<file path="src/rtl/nes_pkg.sv">
`default_nettype none
// ==========================================================================
// nes_pkg : shared button indices, FSM states and publish helper for the
//           NES controller reader.                       Revision: 1.0
// ==========================================================================
package nes_pkg;

  localparam int NES_NUM_BUTTONS = 8;

  localparam int NES_A      = 0;
  localparam int NES_B      = 1;
  localparam int NES_SELECT = 2;
  localparam int NES_START  = 3;
  localparam int NES_UP     = 4;
  localparam int NES_DOWN   = 5;
  localparam int NES_LEFT   = 6;
  localparam int NES_RIGHT  = 7;

  typedef logic [NES_NUM_BUTTONS-1:0] nes_buttons_t;

  typedef enum logic [2:0] {
    IDLE  = 3'd0,
    LATCH = 3'd1,
    LOW   = 3'd2,
    HIGH  = 3'd3,
    DONE  = 3'd4
  } nes_state_e;

  // An all-zero frame means the data line is grounded: report nothing pressed.
  function automatic nes_buttons_t nes_publish(input nes_buttons_t raw);
    return (raw != '0) ? ~raw : '0;
  endfunction

endpackage
`default_nettype wire

</file>
<file path="src/rtl/nes_if.sv">
`default_nettype none
// ==========================================================================
// nes_if : controller serial lines plus the published button levels.
//                                                        Revision: 1.0
// ==========================================================================
interface nes_if;
  import nes_pkg::*;

  logic io_data;
  logic io_latch;
  logic io_pulse;
  logic io_a;
  logic io_b;
  logic io_select;
  logic io_start;
  logic io_up;
  logic io_down;
  logic io_left;
  logic io_right;
  logic io_connected;
  logic io_valid;

  modport master (
    input  io_data,
    output io_latch, io_pulse,
    output io_a, io_b, io_select, io_start,
    output io_up, io_down, io_left, io_right,
    output io_connected, io_valid
  );

  modport slave (
    output io_data,
    input  io_latch, io_pulse,
    input  io_a, io_b, io_select, io_start,
    input  io_up, io_down, io_left, io_right,
    input  io_connected, io_valid
  );

endinterface
`default_nettype wire

</file>
<file path="src/rtl/nes_reader_tick_gen.sv">
`default_nettype none
// ==========================================================================
// nes_tick_gen : free-running protocol tick prescaler and poll-rate counter.
//                                                        Revision: 1.0
// ==========================================================================
module nes_tick_gen
  import nes_pkg::*;
#(
  parameter int TICK_CYCLES = 445,
  parameter int POLL_TICKS  = 2778
) (
  input  logic clock_i,
  input  logic reset_i,
  output logic tick_o,
  output logic poll_start_o
);

  localparam int PRE_W  = $clog2(TICK_CYCLES);
  localparam int POLL_W = $clog2(POLL_TICKS);

  localparam logic [PRE_W-1:0]  PRE_LAST  = PRE_W'(TICK_CYCLES - 1);
  localparam logic [POLL_W-1:0] POLL_LAST = POLL_W'(POLL_TICKS - 1);

  logic [PRE_W-1:0]  pre_q;
  logic [POLL_W-1:0] poll_q;

  assign tick_o       = (pre_q == PRE_LAST);
  assign poll_start_o = tick_o && (poll_q == POLL_LAST);

  always_ff @(posedge clock_i) begin
    if (reset_i) begin
      pre_q  <= '0;
      poll_q <= '0;
    end else begin
      pre_q <= tick_o ? '0 : pre_q + 1'b1;
      if (tick_o) begin
        poll_q <= poll_start_o ? '0 : poll_q + 1'b1;
      end
    end
  end

endmodule
`default_nettype wire

</file>
<file path="src/rtl/nes_reader.sv">
`default_nettype none
// ==========================================================================
// nes_reader : polls an NES pad over latch/pulse/data and publishes held,
//              active-high button levels once per frame. Revision: 1.0
// ==========================================================================
module nes_reader
  import nes_pkg::*;
#(
  parameter int TICK_CYCLES = 445,
  parameter int POLL_TICKS  = 2778
) (
  input  logic  clock,
  input  logic  reset,
  nes_if.master bus
);

  logic tick;
  logic poll_start;

  nes_tick_gen #(
    .TICK_CYCLES (TICK_CYCLES),
    .POLL_TICKS  (POLL_TICKS)
  ) u_tick_gen (
    .clock_i      (clock),
    .reset_i      (reset),
    .tick_o       (tick),
    .poll_start_o (poll_start)
  );

  // Idle level of the line is high, so the synchronizer resets to 1.
  logic sync1_q;
  logic sync2_q;

  always_ff @(posedge clock) begin
    if (reset) begin
      sync1_q <= 1'b1;
      sync2_q <= 1'b1;
    end else begin
      sync1_q <= bus.io_data;
      sync2_q <= sync1_q;
    end
  end

  nes_state_e   state_q;
  logic         latch_q;
  logic         pulse_q;
  logic         latch_tick_q;
  logic [2:0]   bit_idx_q;
  nes_buttons_t shift_q;
  nes_buttons_t shift_d;
  nes_buttons_t buttons_q;
  logic         connected_q;
  logic         valid_q;

  always_comb begin
    shift_d            = shift_q;
    shift_d[bit_idx_q] = sync2_q;
  end

  // The final bit is folded in via shift_d so buttons, connected and valid
  // all become visible together in the DONE cycle.
  always_ff @(posedge clock) begin
    if (reset) begin
      state_q      <= IDLE;
      latch_q      <= 1'b0;
      pulse_q      <= 1'b0;
      latch_tick_q <= 1'b0;
      bit_idx_q    <= 3'd0;
      shift_q      <= 8'hFF;
      buttons_q    <= '0;
      connected_q  <= 1'b0;
      valid_q      <= 1'b0;
    end else begin
      valid_q <= 1'b0;
      case (state_q)
        IDLE: begin
          if (poll_start) begin
            state_q      <= LATCH;
            latch_q      <= 1'b1;
            latch_tick_q <= 1'b0;
            bit_idx_q    <= 3'd0;
          end
        end
        LATCH: begin
          if (tick) begin
            if (latch_tick_q) begin
              state_q <= LOW;
              latch_q <= 1'b0;
            end else begin
              latch_tick_q <= 1'b1;
            end
          end
        end
        LOW: begin
          if (tick) begin
            shift_q <= shift_d;
            if (bit_idx_q == 3'd7) begin
              state_q     <= DONE;
              valid_q     <= 1'b1;
              connected_q <= (shift_d != '0);
              buttons_q   <= nes_publish(shift_d);
            end else begin
              state_q <= HIGH;
              pulse_q <= 1'b1;
            end
          end
        end
        HIGH: begin
          if (tick) begin
            state_q   <= LOW;
            pulse_q   <= 1'b0;
            bit_idx_q <= bit_idx_q + 3'd1;
          end
        end
        DONE: begin
          state_q <= IDLE;
        end
        default: begin
          state_q <= IDLE;
          latch_q <= 1'b0;
          pulse_q <= 1'b0;
        end
      endcase
    end
  end

  assign bus.io_latch     = latch_q;
  assign bus.io_pulse     = pulse_q;
  assign bus.io_connected = connected_q;
  assign bus.io_valid     = valid_q;
  assign bus.io_a         = buttons_q[NES_A];
  assign bus.io_b         = buttons_q[NES_B];
  assign bus.io_select    = buttons_q[NES_SELECT];
  assign bus.io_start     = buttons_q[NES_START];
  assign bus.io_up        = buttons_q[NES_UP];
  assign bus.io_down      = buttons_q[NES_DOWN];
  assign bus.io_left      = buttons_q[NES_LEFT];
  assign bus.io_right     = buttons_q[NES_RIGHT];

endmodule
`default_nettype wire

</file>
<file path="src/flat_wrapper.sv">
// flat-port wrapper written by rule: the top's interface ports become plain ports
module nes_reader_flat import nes_pkg::*;
#(
  parameter int TICK_CYCLES = 445,
  parameter int POLL_TICKS  = 2778
)
  (clock, reset, bus_io_data, bus_io_latch, bus_io_pulse, bus_io_a, bus_io_b, bus_io_select, bus_io_start, bus_io_up, bus_io_down, bus_io_left, bus_io_right, bus_io_connected, bus_io_valid);
  nes_if bus_i ();
  input  logic clock;
  input  logic reset;
  input wire logic [$bits(bus_i.io_data)-1:0] bus_io_data;
  output wire logic [$bits(bus_i.io_latch)-1:0] bus_io_latch;
  output wire logic [$bits(bus_i.io_pulse)-1:0] bus_io_pulse;
  output wire logic [$bits(bus_i.io_a)-1:0] bus_io_a;
  output wire logic [$bits(bus_i.io_b)-1:0] bus_io_b;
  output wire logic [$bits(bus_i.io_select)-1:0] bus_io_select;
  output wire logic [$bits(bus_i.io_start)-1:0] bus_io_start;
  output wire logic [$bits(bus_i.io_up)-1:0] bus_io_up;
  output wire logic [$bits(bus_i.io_down)-1:0] bus_io_down;
  output wire logic [$bits(bus_i.io_left)-1:0] bus_io_left;
  output wire logic [$bits(bus_i.io_right)-1:0] bus_io_right;
  output wire logic [$bits(bus_i.io_connected)-1:0] bus_io_connected;
  output wire logic [$bits(bus_i.io_valid)-1:0] bus_io_valid;
  assign bus_i.io_data = bus_io_data;
  assign bus_io_latch = bus_i.io_latch;
  assign bus_io_pulse = bus_i.io_pulse;
  assign bus_io_a = bus_i.io_a;
  assign bus_io_b = bus_i.io_b;
  assign bus_io_select = bus_i.io_select;
  assign bus_io_start = bus_i.io_start;
  assign bus_io_up = bus_i.io_up;
  assign bus_io_down = bus_i.io_down;
  assign bus_io_left = bus_i.io_left;
  assign bus_io_right = bus_i.io_right;
  assign bus_io_connected = bus_i.io_connected;
  assign bus_io_valid = bus_i.io_valid;
  nes_reader #(.TICK_CYCLES(TICK_CYCLES), .POLL_TICKS(POLL_TICKS)) u_core (.clock(clock), .reset(reset), .bus(bus_i));
endmodule
</file>
<file path="config.mk">
export PLATFORM = sky130hd
export DESIGN_NAME = nes_reader_flat
export DESIGN_NICKNAME = d
export VERILOG_FILES = /design/src/rtl/nes_pkg.sv /design/src/rtl/nes_if.sv /design/src/rtl/nes_reader_tick_gen.sv /design/src/rtl/nes_reader.sv /design/src/flat_wrapper.sv
export SDC_FILE = /design/constraint.sdc
export NUM_CORES = 1
export LEC_CHECK = 0
export ABC_AREA = 1
export CORE_ASPECT_RATIO = 0.7
export CORE_MARGIN = 8
export CORE_UTILIZATION = 35
export CTS_CLUSTER_SIZE = 12
export DETAILED_ROUTE_END_ITERATION = 8
export GPL_ROUTABILITY_DRIVEN = 0
export HOLD_SLACK_MARGIN = 0.1
export PLACE_DENSITY = 0.55
export SKIP_CTS_REPAIR_TIMING = 1
export SLEW_MARGIN = 40
export SYNTH_ARGS = -nofsm -noshare
export SYNTH_HDL_FRONTEND = slang
export SYNTH_SLANG_ARGS = --single-unit
</file>
<file path="constraint.sdc">
create_clock -name clock -period 1.4 [get_ports clock]
set_clock_uncertainty 0.05 [all_clocks]
set_input_delay 0.28 -clock clock [delete_from_list [all_inputs] [get_ports clock]]
set_output_delay 0.28 -clock clock [all_outputs]
set_load 0.02 [all_outputs]
</file>
# Word-level counts from Yosys, hierarchy flattened
# Index checks and enable logic that the tools add are counted.
# Widths: inputs -> output; s select.
[op_classes]
n_addsub = 3
n_lt_le_gt_ge = 2
n_eq_ne = 13
n_mux = 27
bitwise_logic = 5
reduce_logical = 17
[ops]
columns = ["op", "n"]
rows = [
  ["$mux 3", 8],
  ["$add 12x1->12 const B", 1],
  ["$eq 12x12->1 const B", 1],
  ["$mux 12", 1],
  ["$pmux 3 s4", 1],
  ["$mux 1", 10],
  ["$ne 2x2->1 const B", 5],
  ["$add 9x1->9 const B", 1],
  ["$eq 9x9->1 const B", 1],
  ["$reduce_and 3->1", 3],
  ["$reduce_or 3->1", 3],
  ["$bwmux 8", 1],
  ["$mux 8", 1],
  ["$not 8->8", 1],
  ["$reduce_and 4->1", 2],
  ["$reduce_bool 8->1", 1],
  ["$eq 3x2->1 const B", 2],
  ["$eq 3x3->1 const B", 2],
  ["$pmux 1 s3", 2],
  ["$pmux 3 s2", 1],
  ["$reduce_and 5->1", 1],
  ["$lt 3x4->1 const B", 1],
  ["$not 1->1", 4],
  ["$reduce_bool 2->1", 2],
  ["other kinds (10)", 11],
]
[totals]
reg_bits = 50
input_bits = 3
out_inout_bits = 12
wordCells = 80

# Logic depth before layout (Yosys ltp)
# Gate-level depths: netlist of the first run.
[depth]
word_depth = 7
depth_mapped = 11
mapped_depth_nobuf = 10

# Modules after synthesis
# Synthesis of the first run repeated with hierarchy kept, for this count alone.
[hier_totals]
hier_cells = 362
hier_area_um2 = 2552.4
[modules_own_cells]
columns = ["mod", "instances", "cells_per_inst", "area_each_um2", "seq_area_each_um2"]
rows = [
  ["nes_reader", 1, 202, 1415.1, 580.6],
  ["nes_tick_gen", 1, 160, 1137.3, 420.4],
]

# Worst setup path after synthesis of the first run
# OpenSTA, ideal clock, no wires.
[synth_timing]
kind = "register to register"
start = "register u_core.u_tick_gen.pre_q[0]"
end = "register u_core.shift_q[6]"
setup_ns = 0.129
t_arrival_ns = 1.377
required_time_ns = 1.221
path_slack_ns = -0.156
path_stages_with_launch = 12
cell_sequence = "dfxtp_1 > inv_1 > ha_1 > inv_1 > nor2_1 > nand3_2 > buf_6 > nor2_2 > inv_2 > buf_6 > nand2_1 > o211ai_2"
[synth_between]
elab_chain_len = 2
[synth_lines]
columns = ["item", "line_no", "source"]
rows = [
  ["start: declaration", "nes_reader_tick_gen.sv:24", "logic [PRE_W-1:0] pre_q;"],
  ["start signal: assignment", "nes_reader_tick_gen.sv:35", "pre_q <= tick_o ? '0 : pre_q + 1'b1;"],
  ["$eq 9x9->1", "nes_reader_tick_gen.sv:27", "assign tick_o = (pre_q == PRE_LAST);"],
  ["$reduce_and 2->1 (no line)", "--", ""],
  ["end signal: assignment", "nes_reader.sv:96", "shift_q <= shift_d;"],
  ["end: declaration", "nes_reader.sv:49", "nes_buttons_t shift_q;"],
]
# No other way between the ends.
# A chain may end at the register's enable or synchronous reset.

# Worst setup path in the final report of the first run
[layout_timing]
start = "register u_core.u_tick_gen.pre_q[0]"
end = "register u_core.bit_idx_q[1]"
[layout_between]
elab_chain_len = 4
elab_cells_between_ends = 5
[layout_lines]
columns = ["item", "line_no", "source"]
rows = [
  ["$eq 9x9->1 (*)", "nes_reader_tick_gen.sv:27", ""],
  ["$logic_and 1x1->1", "nes_reader_tick_gen.sv:28", "assign poll_start_o = tick_o && (poll_q == POLL_LAST);"],
  ["$ne 2x2->1 (no line)", "--", ""],
  ["$reduce_and 3->1 (no line) (*)", "--", ""],
  ["end signal: assignment", "nes_reader.sv:112", "bit_idx_q <= bit_idx_q + 3'd1;"],
  ["end: declaration", "nes_reader.sv:48", "logic [2:0] bit_idx_q;"],
]
# Every way passes the cells marked *; elsewhere a longest branch is shown, timed or not.

==> results of run 1 <==
-- worst reg2reg max path, delay by kind of cell (launching register included) --
family                   cells  cell delay [ps]
AO/OA/AOI/OAI                2              290
adder cells (fa/ha/maj)      1              150
buffers and inverters        3              270
flip-flops                   1              330
AND/OR/NAND/NOR              4              360
-- final cells by class --
class	count	share of cell area [%]
timing repair buffer	84	20.1
sequential	50	26.0
clock buffer	5	1.76
clock inverter	3	1.03
inverter	50	5.20
tap	98	3.14
multi-input combinational	247	42.8
-- power by group through the flow --
stage | logic, mW | clock network, mW | registers [mW]
after floorplan | 0.335 | 0 | 1.55
after global placement | 0.524 | 0 | 1.53
after detailed placement | 0.528 | 0 | 1.53
after CTS | 0.533 | 1.07 | 1.50
after global routing | 0.672 | 1.13 | 1.50
final | 0.608 | 1.03 | 1.49
-- cells in the final DEF, fill, tap and decap left out, drive strengths merged, types with 6 or more instances in the layout --
master and count:
nand2 80, buf 69, dfxtp 50, inv 50, nor2 41, nand3 29
a21oi 28, nor3 17, nand4 14, dlymetal6s2s 12, o21ai 11, o211ai 8
clkbuf 6, ha 6
-- state kept, by name (all words and copies together) (netlist names) --
name and flops:
u_core.bus.io_pulse 1, u_core.state_q 3, u_core.latch_tick_q 1, u_core.u_tick_gen.pre_q 9, u_core.u_tick_gen.poll_q 12, u_core.shift_q 8
u_core.bus.io_connected 1, u_core.bus.io_latch 1, u_core.sync2_q 1, u_core.bit_idx_q 3, u_core.sync1_q 1, u_core.bus.io_valid 1
u_core.buttons_q 8
-- kinds of logic (layout without fill, tap and decap cells) --
| logic type | Yosys count | after routing | synth area share [%] |
|---|---|---|---|
| AOI/OAI and AO/OA | 52 | 52 | 13.7 |
| buffers and inverters | 61 | 142 | 9.81 |
| xor gates and xnor gates | 4 | 4 | 1.36 |
| adders and majority gates | 6 | 6 | 2.91 |
| and+or+nand+nor | 184 | 185 | 33.4 |
| DFF | 50 | 50 | 38.8 |
-- layer usage --
| layer | up-vias | wire [µm] |
|---|---|---|
| met5 | - | 0 |
| met4 | 0 | 82 |
| met3 | 8 | 228 |
| met2 | 40 | 2940 |
| met1 | 1119 | 3680 |
| li1 | 1340 | - |
-- worst max path at each step --
| stage | to | slack [ps] | cells past startpoint |
|---|---|---|---|
| 3_3_place_gp | u_core.u_tick_gen.poll_q[7]$_SDFFE_PP0N_ | -180 | 9 |
| 3_5_place_dp | u_core.u_tick_gen.poll_q[7]$_SDFFE_PP0N_ | -220 | 9 |
| 6_report | u_core.bit_idx_q[1]$_SDFFE_PP0P_ | -160 | 10 |
| 5_1_grt | u_core.state_q[0]$_SDFFE_PP0P_ | -310 | 11 |
| 4_1_cts | u_core.u_tick_gen.poll_q[7]$_SDFFE_PP0N_ | -240 | 9 |
| 2_1_floorplan | u_core.shift_q[6]$_SDFFE_PP1P_ | -120 | 11 |
-- per-stage QoR --
step	cells	TNS, ps
floorplan	357	-860
global placement	518	-4100
detailed placement	518	-5350
CTS	526	-8210
global route	537	-7570
finish	537	-3970
==> summary.md, run 1 <==
| Metric | Value |
|---|---|
| Status | finished with violations |
| Failing checks | negative setup slack |
| Crit start category | register |
| Die height | 87.8 µm |
| Largest net degree at the start of global routing | 20 |
| Final Critical Period | 1560 ps |
| I/O pin cnt | 15 |
| Combinational power share | 19.4% |
| Sequential Area | 1010 µm² |
| Cell family with most CP delay | simple AND/OR/NAND/NOR gates |
| Top FF cell, synth | dfxtp_1 |
| CP Capture Type | register |
| DP Worst Slack | -223 ps |
| Crit-path max cell delay | 330 ps |
| Yosys cell types | 32 |
| Top post-synthesis cells by area | dfxtp_1 (39%), nand2_1 (11%), inv_1 (6.6%) |
| Global Route met3 Usage | 2.58% |
| Initial DRC count | 121 |
| Worst Path Buf+Inv | 3 |
| Core box area | 7220 µm² |
| Die area | 10400 µm² |
| Share of layout cells above drive strength 1 | 41.2% |
| WHS | 372 ps |
| Clock Pin Slew Worst Setup and Hold Paths | 90 ps |
| Clock network power share | 32.8% |
| Hold Crit Depth | 1 |
| Initial Util | 35.7% |
| Yosys Warn Count | 0 |
| Num rows | 26 |
| # nets final | 447 |
| Seq pwr share | 47.8% |
| Area after DPL | 3290 µm² |
| Critical setup path kind | register to register |
| Root Driver | clkbuf_8 |
| Critical path launch point | u_core.u_tick_gen.pre_q[0]$_SDFF_PP0_ |
| Post-DRT Antenna Nets | 0 |
| Peak supply drop | 0.494 mV |
| Data arrival, critical path | 1700 ps |
| Switching Share | 28.7% |
| LEAKAGE | 1.89 nW |
| MaxCap Viol Count | 0 |
| Vias | 2507 |
| Fin crit share | 112% |
| Worst path cell trace | inv_2 > ha_4 > inv_4 > nor2_4 > nand3_4 > buf_12 > a21oi_2 > nand2_2 > a21oi_1 > nor3_1 |
| IO buf count | 14 |
| Met2 Resource Use GR | 17.8% |
| Internal power | 2.23 mW |
| Final hold violations | 0 |
| Latest clock arrival within the worst-skew pair | 310 ps |
| Design area | 3900 µm² |
| # DRC | 0 |
| Routed len/inst | 12.9 µm |
| Highest clock rate | 0.640 GHz |
| Final setup fails | 46 |
| Ys async rst share | 0% |
| Vias per Instance | 4.67 |
| R2r setup slk | -160 ps |
| Synth top cells by count | nand2_1 (77), dfxtp_1 (50), inv_1 (45) |
| Post-synth EDFFs | 0 |
| Diode count | 0 |
| Top-area cell type share of the netlist area | 38.8% |
| Vias in the first global route | 2234 |
| TritonCTS clock tree | built |
| HP Class | register to register |
| Most numerous cell in the Yosys netlist | nand2_1 |
| Router iterations before antenna repair | 4 |
| Slew Limit Fails | 0 |
| Syn_area_per_cell | 7.22 µm² |
| NetSw | 898 µW |
| Final WL | 6940 µm |
| HP Start | u_core.sync1_q$_SDFF_PP1_ |
| Multi-input combinational cell area | 1670 µm² |
| Worst hold path endpoint | u_core.sync2_q$_SDFF_PP1_ |
| Slew @ Worst Pin | 320 ps |
| Area leader, netlist | dfxtp_1 |
| Post-Syn Area | 2580 µm² |
| Syn nets | 366 |
| Critical Path RT | 1540 ps |
| Overall Power | 3.13 mW |
| RSZ-0062 raised after global routing | true |
| R2r startpoint | u_core.u_tick_gen.pre_q[0]$_SDFF_PP0_ |
| Pwr dens | 802 nW/µm² |
| First-pass GRT wire length | 10600 µm |
| Register area share after synthesis | 38.8% |
| Post-Syn Instances | 357 |
| GR Util All Layers | 12.7% |
| GR Util met1 | 18.6% |
| R2r endpoint | u_core.bit_idx_q[1]$_SDFFE_PP0P_ |
| Fill cells | 693 |
| Initial antenna violation count | 0 |
| H-tree depth | 2 |
| Slowest-stage cell, CP | dfxtp_2 |
| PnR worst setup slack | -163 ps |
| Dpl hpwl | 4870 µm |
| Clock sinks | 50 |
| Max-slew headroom | 78.5% |
| X dimension of the die | 119 µm |
| Total gr overflow | 0 |
| Seq cells post-synth | 50 |
| Worst-case reg-to-reg path depth | 10 |
| Critical path fanouts, max | 6 |
| Clock Path Buffers | 2 |
| Fin util | 54.0% |
| Num CTS Buffers | 5 |
| Busiest grt layer | met1 |
| Area grow syn2layout | 51.3% |
Power figures use the tool's default switching activity.
==> run 2: changes to the inputs <==
GPL_TIMING_DRIVEN = 0   (was not set)
REMOVE_ABC_BUFFERS = 1   (was not set)
SYNTH_HIERARCHICAL = 1   (was not set)
==> summary.md, run 2 <==
| Metric | Value |
|---|---|
| Largest net degree at the start of global routing | 33 |
| GR Util All Layers | 10.4% |
| # nets final | 399 |
| Slew Limit Fails | 0 |
| Highest clock rate | 0.569 GHz |
| Slew @ Worst Pin | 662 ps |
| Router iterations before antenna repair | 4 |
| Internal power | 1.97 mW |
| Num rows | 26 |
| Seq pwr share | 54.3% |
| Routed len/inst | 10.8 µm |
| Critical path fanouts, max | 7 |
| Most numerous cell in the Yosys netlist | nand2_1 |
| Initial Util | 35.5% |
| HP Class | register to register |
| Initial DRC count | 116 |
| Ys async rst share | 0% |
| Data arrival, critical path | 1930 ps |
| Crit start category | register |
| Share of layout cells above drive strength 1 | 23.8% |
| MaxCap Viol Count | 0 |
| TritonCTS clock tree | built |
| Num CTS Buffers | 5 |
| Synth top cells by count | nand2_1 (94), dfxtp_1 (50), inv_1 (42) |
| First-pass GRT wire length | 8990 µm |
| LEAKAGE | 1.54 nW |
| Top reg by flops | u_core/u_tick_gen/poll_q |
| Max-slew headroom | 55.9% |
| Die height | 87.5 µm |
| Initial antenna violation count | 0 |
| Clock Pin Slew Worst Setup and Hold Paths | 90 ps |
| H-tree depth | 2 |
| Clock Path Buffers | 2 |
| Vias | 2183 |
| Die area | 10300 µm² |
| Combinational power share | 15.7% |
| Post-DRT Antenna Nets | 0 |
| Seq cells post-synth | 50 |
| Root Driver | clkbuf_8 |
| Top Registers | u_core/u_tick_gen/poll_q: 12 flops, u_core/u_tick_gen/pre_q: 9 flops |
| Top post-synthesis cells by area | dfxtp_1 (39%), nand2_1 (14%), inv_1 (6.2%) |
| Latest clock arrival within the worst-skew pair | 310 ps |
| Status | finished with violations |
| Peak supply drop | 0.373 mV |
| Fin Setup TNS | -9510 ps |
| Fin crit share | 125% |
| # DRC | 0 |
| Clock network power share | 30.0% |
| Top-area cell type share of the netlist area | 39.2% |
| Register area share after synthesis | 39.2% |
| Total gr overflow | 0 |
| Most frequent cells in the layout | nand2_1 (88), dfxtp_1 (42), inv_1 (35), nor2_1 (35), nand3_1 (28) |
| Area leader, netlist | dfxtp_1 |
| I/O pin cnt | 15 |
| Yosys cell types | 27 |
| X dimension of the die | 118 µm |
| Pwr dens | 887 nW/µm² |
| Post-Syn Area | 2550 µm² |
| Failing checks | negative setup slack |
| NetSw | 828 µW |
| Fill cells | 741 |
| Final setup fails | 47 |
| Critical Path RT | 1580 ps |
| Vias in the first global route | 1974 |
| Core box area | 7190 µm² |
| RSZ-0062 raised after global routing | true |
| Overall Power | 2.79 mW |
| PnR worst setup slack | -357 ps |
| Clock sinks | 50 |
| Vias per Instance | 4.47 |
| CP Capture Type | register |
| IO buf count | 14 |
| Post-synth EDFFs | 0 |
| Commonest non-fill, non-tap cell in the layout | nand2_1 |
| Diode count | 0 |
| Top FF cell, synth | dfxtp_1 |
| Max reg flops | 12 |
| Area grow syn2layout | 23.4% |
| Dpl hpwl | 3530 µm |
| Critical setup path kind | register to register |
| Yosys Warn Count | 6 |
| Switching Share | 29.6% |
| Final WL | 5280 µm |
| Post-Syn Instances | 362 |
| Final Critical Period | 1760 ps |
| Final hold violations | 0 |
| Syn_area_per_cell | 7.05 µm² |
## run 2: cell count changes after synthesis, moves of 4 or more
cell,before,now
nor2_2,2,8
o21ai_1,4,0
nand2_1,77,94
o21ai_0,5,14
nor2_4,2,6
nand2_2,2,6
nor3_1,15,6
buf_2,7,1
nand4_1,14,4
o211ai_2,8,0
## run 2: cell families after synthesis
kind of cell / count (synthesis) / share of synthesized area [%]
xor gates and xnor gates: 5 / 1.72
AOI/OAI and AO/OA: 43 / 8.58
and+or+nand+nor: 202 / 38.2
buffers and inverters: 56 / 9.36
adders and majority gates: 6 / 2.94
DFF: 50 / 39.2
## run 2: power by group through the flow
stage                     registers [mW]  logic (mW)  clock network, mW
after floorplan                     1.55       0.232                  0
after global placement              1.55       0.339                  0
after detailed placement            1.55       0.338                  0
final                               1.52       0.440              0.839
after global routing                1.53       0.493              0.956
after CTS                           1.52       0.339              0.888
## run 2: layer usage
metal | wire length (µm) | up-vias | global-route usage, %
met1 | 2830 | 955 | 14.4
met3 | 132 | 6 | 2.27
met5 | 0 | - | 0
met2 | 2240 | 28 | 15.1
met4 | 73 | 0 | 4.51
li1 | - | 1194 | -
## run 2: stage by stage
| step | instances | utilization, % | setup WS, ps | instance area (µm²) | hold WS (ps) |
|---|---|---|---|---|---|
| final | 488 | 43.8 | -357 | 3150 | 365 |
| after CTS | 473 | 39.5 | -743 | 2840 | 368 |
| after global routing | 488 | 43.8 | -487 | 3150 | 394 |
| after floorplan | 354 | - | -369 | 2500 | 299 |
| after detailed placement | 466 | 38.3 | -718 | 2760 | 344 |
| after global placement | 466 | 38.4 | -1090 | 2760 | 343 |
## run 2: critical path: stages (launching register included)
cell and delay [ps]:
dfxtp_2 330, inv_1 90, ha_4 150, nand2_4 50, nor2_4 150, nand2_8 90
clkinv_8 70, inv_6 30, nor2_4 110, clkinv_4 90, nor2_8 140, buf_12 130
nand3_1 80, a21oi_1 120
## run 2: worst paths after layout
| check | cells past startpoint | slack, ps | to | startpoint |
|---|---|---|---|---|
| max | 13 | -360 | u_core/buttons_q[0]$_SDFFE_PP0P_ | u_core/u_tick_gen/pre_q[0]$_SDFF_PP0_ |
| min | 1 | 360 | u_core/sync2_q$_SDFF_PP1_ | u_core/sync1_q$_SDFF_PP1_ |
| max reg2reg | 13 | -360 | u_core/buttons_q[0]$_SDFFE_PP0P_ | u_core/u_tick_gen/pre_q[0]$_SDFF_PP0_ |
| min reg2reg | 1 | 360 | u_core/sync2_q$_SDFF_PP1_ | u_core/sync1_q$_SDFF_PP1_ |
## run 2: final cells by class
cell class | instances | area, µm² | share of cell area (%)
inverter | 48 | 208 | 6.59
multi-input combinational | 256 | 1420 | 45.1
clock inverter | 2 | 13.8 | 0.437
tap | 98 | 123 | 3.89
clock buffer | 5 | 68.8 | 2.18
timing repair buffer | 29 | 298 | 9.45
sequential | 50 | 1020 | 32.3
==> run 3: changes to the inputs <==
REMOVE_ABC_BUFFERS = not set   (was 1)
==> summary.md, run 3 (same netlist as run 2, synthesis figures left out) <==
| Metric | Value |
|---|---|
| Initial Util | 35.5% |
| Latest clock arrival within the worst-skew pair | 310 ps |
| Max reg flops | 12 |
| Initial DRC count | 99 |
| Vias per Instance | 4.50 |
| IO buf count | 14 |
| Commonest non-fill, non-tap cell in the layout | nand2_1 |
| First-pass GRT wire length | 9240 µm |
| Vias | 2252 |
| Clock Pin Slew Worst Setup and Hold Paths | 100 ps |
| LEAKAGE | 1.63 nW |
| WHS | 367 ps |
| Fin crit share | 129% |
| Final std cells w/o fill | 501 |
| Worst path cell trace | inv_2 > ha_4 > nand2_4 > nor2_4 > nand2_8 > buf_12 > nor2_4 > inv_2 > nand2_2 > nand2_2 > nor2_4 > nand2_2 > o21ai_2 > a21oi_2 |
| Initial antenna violation count | 0 |
| PnR worst setup slack | -411 ps |
| Peak supply drop | 0.536 mV |
| Worst Path Buf+Inv | 3 |
| Top Registers | u_core/u_tick_gen/poll_q: 12 flops, u_core/u_tick_gen/pre_q: 9 flops |
| Slew Limit Fails | 0 |
| GR Util All Layers | 10.8% |
| Fin Setup TNS | -12900 ps |
| Critical path fanouts, max | 4 |
| Slew @ Worst Pin | 329 ps |
| Final Critical Period | 1810 ps |
| Crit start category | register |
| Post-DRT Antenna Nets | 0 |
| Fin util | 46.5% |
| MaxCap Viol Count | 0 |
| Dpl hpwl | 3910 µm |
| Critical setup path kind | register to register |
| Area grow syn2layout | 30.9% |
| Highest clock rate | 0.552 GHz |
| H-tree depth | 2 |
| Design area | 3340 µm² |
| DP Worst Slack | -735 ps |
| TritonCTS clock tree | built |
| Syn nets | 371 |
| Top reg by flops | u_core/u_tick_gen/poll_q |
| Final WL | 5620 µm |
| Area after DPL | 2850 µm² |
| Status | finished with violations |
| Routed len/inst | 11.2 µm |
| Final setup fails | 48 |
| Die height | 87.5 µm |
| Overall Power | 2.91 mW |
| # DRC | 0 |
| X dimension of the die | 118 µm |
| Most frequent cells in the layout | nand2_1 (72), dfxtp_1 (46), nor2_1 (37) |
| Router iterations before antenna repair | 5 |
| Crit-path max cell delay | 350 ps |
| Core box area | 7190 µm² |
| Pwr dens | 871 nW/µm² |
| Cell family with most CP delay | simple AND/OR/NAND/NOR gates |
| Vias in the first global route | 1998 |
| Clock sinks | 50 |
| Slowest-stage cell, CP | dfxtp_2 |
| Root Driver | clkbuf_8 |
| CP Capture Type | register |
| # nets final | 411 |
| Die area | 10300 µm² |
| Share of layout cells above drive strength 1 | 30.3% |
| I/O pin cnt | 15 |
| RSZ-0062 raised after global routing | true |
| Failing checks | negative setup slack |
| Max-slew headroom | 77.9% |
| HP Class | register to register |
| Data arrival, critical path | 1970 ps |
| Clock Path Buffers | 2 |
| Largest net degree at the start of global routing | 17 |
| Final hold violations | 0 |
| Diode count | 0 |
| Total gr overflow | 0 |
| Critical Path RT | 1560 ps |
| Placed cell count | 474 |
| Num CTS Buffers | 5 |
| Num rows | 26 |
## run 3: cell count changes in the layout (fill, tap and decap cells not counted), moves of 3 or more
cell	previous run	this run
clkbuf_2	0	3
a21oi_2	2	11
a21oi_1	26	17
nand2_2	11	27
buf_6	2	12
buf_4	12	9
nand2_1	88	72
dfxtp_4	3	0
dfxtp_1	42	46
## run 3: cell type report
class	count	area, µm²
timing repair buffer	33	368
clock inverter	2	17.5
multi-input combinational	256	1470
clock buffer	6	82.6
buffer	8	65.1
fill	728	3850
tap	98	123
sequential	50	1010
inverter	48	213
## run 3: metal layers
layer,vias to the layer above,part of all wire [%],track usage [%]
met3,7,3.1,2.85
li1,1222,-,-
met4,0,1.4,4.17
met2,21,40,16.1
met5,-,0,0
met1,1002,55,14.5
## run 3: power breakdown
part,switching [mW],leakage (nW),internal (mW),total (mW)
clock,0.513,0.0514,0.408,0.921
combinational,0.319,1.17,0.171,0.490
sequential,0.0347,0.406,1.47,1.50
total,0.867,1.63,2.04,2.91
## run 3: final timing paths
path | from | end | slack, ps | cells after the start
min | u_core/sync1_q$_SDFF_PP1_ | u_core/sync2_q$_SDFF_PP1_ | 370 | 1
max reg2reg | u_core/u_tick_gen/pre_q[0]$_SDFF_PP0_ | u_core/state_q[0]$_SDFFE_PP0P_ | -410 | 14
min reg2reg | u_core/sync1_q$_SDFF_PP1_ | u_core/sync2_q$_SDFF_PP1_ | 370 | 1
max | u_core/u_tick_gen/pre_q[0]$_SDFF_PP0_ | u_core/state_q[0]$_SDFFE_PP0P_ | -410 | 14
## run 3: worst register-to-register path: stages, from the launching register on
cell     delay, ps
dfxtp_2        350
inv_2           70
ha_4           140
nand2_4         50
nor2_4         160
nand2_8         90
buf_12         140
nor2_4         100
inv_2           40
nand2_2         60
nand2_2         70
nor2_4         110
nand2_2         90
o21ai_2        150
a21oi_2         40
